===== src/rtl/core_mem_port.sv =====
// core_mem_port: core-side initiator for one slot of the time-multiplexed shared-memory controller
module core_mem_port #(
  parameter int CORE_ID   = 0,
  parameter int NUM_CORES = 8,
  parameter int ADDR_W    = 12,
  parameter int DATA_W    = 16
) (
  input  logic              clk16,
  input  logic              rst_n,
  input  logic              req_valid,
  output logic              req_ready,
  input  logic              req_we,
  input  logic [ADDR_W-1:0] req_addr,
  input  logic [DATA_W-1:0] req_wdata,
  output logic              rsp_valid,
  output logic [DATA_W-1:0] rsp_rdata,
  output logic [ADDR_W-1:0] addr_o,
  output logic              we_o,
  output logic [DATA_W-1:0] dataIN_o,
  input  logic [DATA_W-1:0] dataOUT_i
);
  localparam int SW = (NUM_CORES > 1) ? $clog2(NUM_CORES) : 1;
  localparam logic [1:0] IDLE      = 2'd0;
  localparam logic [1:0] WAIT_SLOT = 2'd1;
  localparam logic [1:0] WAIT_DATA = 2'd2;
  localparam logic [SW-1:0] MY_SLOT = SW'(CORE_ID);
  localparam logic [SW:0]   ROUND   = (SW+1)'(NUM_CORES);
  logic [1:0]        state_q, state_d;
  logic [SW-1:0]     slot_q;
  logic [SW:0]       rnd_q, rnd_d;
  logic [ADDR_W-1:0] addr_q, addr_d;
  logic              we_q, we_d;
  logic [DATA_W-1:0] din_q, din_d;
  logic              rsp_valid_q, rsp_valid_d;
  logic [DATA_W-1:0] rdata_q, rdata_d;
  logic              slot_edge;
  assign slot_edge = slot_q == MY_SLOT;
  assign req_ready = state_q == IDLE;
  assign rsp_valid = rsp_valid_q;
  assign rsp_rdata = rdata_q;
  assign addr_o    = addr_q;
  assign we_o      = we_q;
  assign dataIN_o  = din_q;
  // Next state: latch the request, wait for our slot, then ack the write or count a round for read data
  always_comb begin
    state_d     = state_q;
    rnd_d       = rnd_q;
    addr_d      = addr_q;
    we_d        = we_q;
    din_d       = din_q;
    rsp_valid_d = 1'b0;
    rdata_d     = rdata_q;
    if (state_q == IDLE) begin
      if (req_valid) begin
        state_d = WAIT_SLOT;
        addr_d  = req_addr;
        we_d    = req_we;
        din_d   = req_we ? req_wdata : '0;
      end
    end else if (state_q == WAIT_SLOT) begin
      if (slot_edge) begin
        state_d     = we_q ? IDLE : WAIT_DATA;
        rnd_d       = ROUND;
        we_d        = 1'b0;
        rsp_valid_d = we_q;
      end
    end else if (state_q == WAIT_DATA) begin
      rnd_d = rnd_q - 1'b1;
      if (rnd_q == '0) begin
        state_d     = IDLE;
        rsp_valid_d = 1'b1;
        rdata_d     = dataOUT_i;
      end
    end else begin
      state_d = IDLE;
    end
  end
  // State registers; the slot counter free-runs in lockstep with the controller round
  always_ff @(posedge clk16) begin
    if (!rst_n) begin
      state_q     <= IDLE;
      slot_q      <= '0;
      rnd_q       <= '0;
      addr_q      <= '0;
      we_q        <= 1'b0;
      din_q       <= '0;
      rsp_valid_q <= 1'b0;
      rdata_q     <= '0;
    end else begin
      state_q     <= state_d;
      slot_q      <= slot_q + 1'b1;
      rnd_q       <= rnd_d;
      addr_q      <= addr_d;
      we_q        <= we_d;
      din_q       <= din_d;
      rsp_valid_q <= rsp_valid_d;
      rdata_q     <= rdata_d;
    end
  end
endmodule


===== config.mk =====
export PLATFORM = sky130hd
export DESIGN_NAME = core_mem_port
export DESIGN_NICKNAME = d
export VERILOG_FILES = /design/src/rtl/core_mem_port.sv
export SDC_FILE = /design/constraint.sdc
export NUM_CORES = 1
export LEC_CHECK = 0
export BUFFER_PORTS_ARGS = -buffer_cell sky130_fd_sc_hd__buf_4
export CAP_MARGIN = 5
export CORE_UTILIZATION = 51
export DETAILED_ROUTE_END_ITERATION = 6
export HOLD_SLACK_MARGIN = 0.1
export PLACE_DENSITY = 0.84
export SLEW_MARGIN = 10
export SYNTH_ARGS = -nofsm -noshare
export SYNTH_HDL_FRONTEND = slang
export SYNTH_SLANG_ARGS = --single-unit
export TNS_END_PERCENT = 5

===== constraint.sdc =====
create_clock -name clk16 -period 3.3 [get_ports clk16]
set_input_delay 0.33 -clock clk16 [delete_from_list [all_inputs] [get_ports clk16]]
set_output_delay 0.33 -clock clk16 [all_outputs]
set_load 0.005 [all_outputs]

==> impl_metrics.ini, run 1 <==
[global_routing]
grtUsageMet2_pct = 38.35
grt-ovfl-total = 0
grt_max_degree = 59
use_met1_pct = 23.87
grt_pass1_wl_mm = 7.555
track_usage_pct = 22.06
antenna_found_initial = 0
gr-max-usage-layer = met2
grtUsageMet3_pct = 9.211
first_global_vias = 1786

[power]
switching_power_mw = 0.3537
clkPwrFrac_pct = 27.8
sw_frac_of_total_pct = 26.66
max-vdd-ir-drop_mv = 0.3227
p_leak_nw = 1.481
comb_power_share_pct = 17.9
internal_power_mw = 0.9728
p_per_area_nw_per_um2 = 431.3
seqPwrFrac_pct = 54.3
p_total_mw = 1.326

[synthesis]
synth_area_leader_cell = dfxtp_1
ys_warn_count = 0
syn_nets = 300
syn_area_um2 = 2288
yosysSeqAreaShare_pct = 48.11
synth_area_leaders = dfxtp_1 48%, a21boi_0 9.2%, mux2i_1 7.9%, nand2_1 7.1%, nor2b_1 6.0%
synth.distinct_cells = 28
synth_top_cell_area_share_pct = 48.11
ys_ff_latch = 55
synthCells = 245
syn_avg_cell_area_um2 = 9.341

[critical_path]
worstReg2RegEnd = dataIN_o[13]
endpoint = dataIN_o[13]
critPathLaunchType = flop
end_kind = flop
slowest_delay_ps = 490
required_ps = 3530
cp-startpoint = state_q[0]
critPathTopFamily = simple AND/OR/NAND/NOR gates
reg2regPathDepth = 6
crit_type = reg2reg
cp_max_fo = 17
cp.depth = 6
crit_chain = inv_1, ha_1, and2_1, buf_4, nand3_1, a21boi_0
path_buf_inv = 2
slowest_stage = and2_1
crit_arrival_ps = 2160
r2r_start = state_q[0]
r2r_slack_ps = 1380

[clocking]
clock_latency_ps = 310
path_clk_slew_ps = 100
clockBufferDepth = 2
cts_tree = built
cts_sinks = 55
cts_root_buf = clkbuf_8
cts_buffers = 5
postCtsSetupBuffers = 0
h-tree-depth = 2
hold_buffers = 0
cts_resized = 0

[final_layout]
area_growth_pct = 34.39
multi_input_area_um2 = 1076
fillCellCount = 353
seq_area_um2 = 1101
drive_gt1_share_pct = 32.13
diodes = 0
final_common_cell = buf_4
layout_common_cells = 95 x buf_4, 55 x dfxtp_1, 43 x nand2_1
final_cell_area_um2 = 3075
finalNonFillerCells = 383
nets = 387

[sta]
tightestPinTransition_ps = 527.1
hold_viol_final = 0
max_slew_margin_pct = 64.74
clock.fmax_mhz = 520.3
setup_slack_ps = 1378
fin_worst_skew_ps = 9.211
setup_violations = 0
rsz0062_at_grt = no
period_minus_slack_ps = 1922
period_share_pct = 58.24
tns_ps = 0
slew_violations = 0

[place]
portBuffers = 94
dpl-instance-area_um2 = 2987
dp_slack_ps = 1402
dp_cells = 375
dpl.hpwl_mm = 3.632
gp_congestion = 0.7277

[drt]
viasPerCell = 4.982
dr.pass1.iters = 4
drt_wl_total_mm = 4.947
drt_iter0_markers = 37
antenna_left = 0
route.detailed.drc = 0
wire_per_inst_um = 12.92
via_count = 1908

[floorplan]
die_h_um = 68.99
dieArea_um2 = 4759
ios = 95
coreArea_um2 = 4144
die_w_um = 68.99
initial_utilization_pct = 55.22
rows = 23

[hold_path]
hold_path.class = in2reg

[run_status]
status = finished clean

[job]
maxCapViolCount = 0
[routing by layer]
layer  wire length, um  vias up
met5                 0        -
li1                  -      975
met1              1990      882
met2              2567       46
met4                61        0
met3               328        5
[cell families after synthesis]
logic type	after synthesis	synth area share (%)
AND/OR/NAND/NOR	103	22.96
flip-flops	55	48.11
AO/OA/AOI/OAI	37	11.97
buffers and inverters	24	4.866
multiplexers	18	7.873
adder cells (fa/ha/maj)	7	3.827
XOR/XNOR	1	0.3828
[tightest hold or removal path, stage by stage]
cell	delay, ps
buf_4	70
mux2i_1	50
nor2b_1	90
[area by class of cell]
class / instances / area share, %
multi-input combinational: 166 / 34.99
tap: 50 / 2.034
clock inverter: 2 / 0.5289
inverter: 9 / 1.098
timing repair buffer: 95 / 23.19
sequential: 55 / 35.80
clock buffer: 6 / 2.360
[Yosys cell counts (all sizes together)]
cell type and instances:
buf 7, nand2 45, nand3 19, mux2i 18, and2 3, inv 9, a21boi 28, nand4b 1
o21ai 2, dfxtp 55, nor3 2, nor2 7, xor2 1, clkbuf 8, nor2b 22, nor3b 2
and3 2, o211a 1, a22oi 1, a211oi 1, a31o 1, ha 7, a21oi 1, o211ai 2
[worst min-delay path by stage]
stage / start / cells past startpoint / endpoint
5_1_grt: req_addr[11] / 3 / addr_o[11]
3_5_place_dp: slot_q[0] / 1 / slot_q[0]
6_report: dataOUT_i[0] / 3 / rsp_rdata[0]
4_1_cts: dataOUT_i[0] / 3 / rsp_rdata[0]
2_1_floorplan: slot_q[0] / 1 / slot_q[0]
3_3_place_gp: slot_q[0] / 1 / slot_q[0]
[power groups by stage]
stage,sequential [mW],clock (mW),combinational (mW)
after floorplan,0.734,0,0.137
after global placement,0.734,0,0.234
after detailed placement,0.735,0,0.239
after CTS,0.720,0.378,0.240
after global routing,0.725,0.404,0.265
final,0.720,0.369,0.237
[flip-flops by register name, summed over array words and instances, names as in the netlist]
name,count
dataIN_o,16
slot_q,3
addr_o,12
state_q,2
we_o,1
rsp_valid,1
rnd_q,4
rsp_rdata,16
[metrics by stage]
stage               utilization [%]  hold slack (ps)
global route                  74.22            258.1
finish                        74.22            267.9
global placement              72.07            439.8
detailed placement            72.07            445.9
floorplan                         -            420.2
CTS                           74.22            261.7
No activity file was read; power rests on OpenSTA's default activity.
==> inputs of run 2 (changes only) <==
Settings changed: CORE_UTILIZATION 51 to 43, PLACE_DENSITY 0.84 to 0.76.
Clock period 3.3 ns to 1.6 ns, I/O delays scaled along.
==> run 2 against run 1 <==
Effect of this change: flip-flop and latch count unchanged; clock skew down 4.5 ps; design area is 5.0% higher; global-route usage fell by 3.9 points; sequential power increased by 110%; clock-buffer cell count is the same; critical path type unchanged; critical endpoint is now rsp_rdata[7].
==> impl_metrics.ini, run 2 (synthesized netlist as in run 1, its figures left out) <==
[run_status]
status = finished clean

[sta]
rsz0062_at_grt = yes
hold_viol_final = 0
clock.fmax_mhz = 669.6
period_share_pct = 93.34
fin_worst_skew_ps = 4.676
max_slew_margin_pct = 69.22
tns_ps = 0
period_minus_slack_ps = 1493
whs_ps = 105.6
slew_violations = 0
setup_violations = 0
tightestPinTransition_ps = 461.7

[drt]
viasPerCell = 4.789
drt_wl_total_mm = 5.011
via_count = 1973
route.detailed.drc = 0
drt_iter0_markers = 62
dr.pass1.iters = 4
wire_per_inst_um = 12.16
antenna_left = 0

[critical_path]
crit_arrival_ps = 1690
critPathLaunchType = flop
cp-startpoint = state_q[1]
required_ps = 1800
end_kind = flop
r2r_start = state_q[1]
crit_type = reg2reg
cp_max_fo = 16

[global_routing]
use_met1_pct = 19.90
grt_pass1_wl_mm = 7.693
grtUsageMet3_pct = 7.229
grtUsageMet2_pct = 31.23
grt_max_degree = 59
grt-ovfl-total = 0
gr-max-usage-layer = met2
antenna_found_initial = 0
track_usage_pct = 18.15
first_global_vias = 1844

[clocking]
path_clk_slew_ps = 90
clock_latency_ps = 300
clockBufferDepth = 2
postCtsSetupBuffers = 0
h-tree-depth = 2
cts_tree = built
cts_sinks = 55
cts_buffers = 5
cts_root_buf = clkbuf_8

[final_layout]
drive_gt1_share_pct = 33.63
layout_common_cells = 96 x buf_4, 53 x dfxtp_1, 43 x nand2_1
nets = 397
final_common_cell = buf_4
area_growth_pct = 41.12
diodes = 0

[floorplan]
die_h_um = 74.95
coreArea_um2 = 5107
ios = 95
rows = 26
initial_utilization_pct = 44.81
dieArea_um2 = 5618
die_w_um = 74.95

[place]
portBuffers = 94
dpl.hpwl_mm = 3.399
gp_congestion = 0.8215

[job]
maxCapViolCount = 0

[power]
p_per_area_nw_per_um2 = 867.4
max-vdd-ir-drop_mv = 0.4674
p_leak_nw = 1.542

[hold_path]
hold_path.class = in2reg
holdCritStartpoint = dataOUT_i[3]
-- run 2: cell count changes in the layout (fill, tap and decap cells not counted), sizes merged --
cell and change:
inv -1, clkinvlp -1, clkinv +1, dlygate4sd3 +7
buf +3
-- run 2: what timing repair did --
action	in CTS	in global routing
pin swaps	0	1
setup endpoints to repair	3	34
cloned	0	0
hold buffers	7	0
hold endpoints to repair	7	0
resized for setup	1	4
-- run 2: per-stage QoR --
| stage | instance area [um2] | instances | setup WS, ps | utilization (%) | total power [mW] |
|---|---|---|---|---|---|
| after global placement | 3059 | 398 | 80.38 | 59.90 | 2.032 |
| final | 3229 | 412 | 106.5 | 63.23 | 2.801 |
| after detailed placement | 3059 | 398 | 8.818 | 59.90 | 2.042 |
| after global routing | 3229 | 412 | -20.99 | 63.23 | 2.953 |
| after floorplan | 2288 | 245 | 51.28 | - | 1.797 |
| after CTS | 3219 | 412 | 43.23 | 63.03 | 2.831 |
-- run 2: power breakdown --
group / switching, mW / total, mW / leakage [nW] / internal [mW]
Sequential: 0.0462 / 1.49 / 0.449 / 1.44
Clock: 0.430 / 0.771 / 0.0470 / 0.341
Combinational: 0.251 / 0.544 / 1.05 / 0.293
Total: 0.727 / 2.80 / 1.54 / 2.07
-- run 2: layout make-up --
type | instances | area, um2
clock buffers | 6 | 82.58
clock inverters | 1 | 5.005
fillers | 449 | 1878
inverters | 9 | 33.78
multi-input cells | 166 | 1086
flip-flops and latches | 55 | 1104
well taps | 70 | 87.58
repair buffers | 105 | 830.8
-- run 2: routing by layer --
layer / up-vias / part of all wire [%]
met5: - / 0
met4: 0 / 1.3
met3: 6 / 9.6
met2: 79 / 45
met1: 893 / 44
li1: 995 / -
-- run 2: critical path, stage by stage (launching register included) --
cell	delay [ps]
dfxtp_2	360
inv_1	60
ha_2	230
nor3b_4	250
nand2_4	210
mux2i_1	210
nor2b_1	60
-- run 2: worst paths after layout --
kind / endpoint / cells after the start / slack, ps
worst max-delay path: rsp_rdata[7] / 6 / 110
worst max register to register: rsp_rdata[7] / 6 / 110
worst min register to register: slot_q[0] / 1 / 460
worst min-delay path: rsp_rdata[3] / 3 / 110
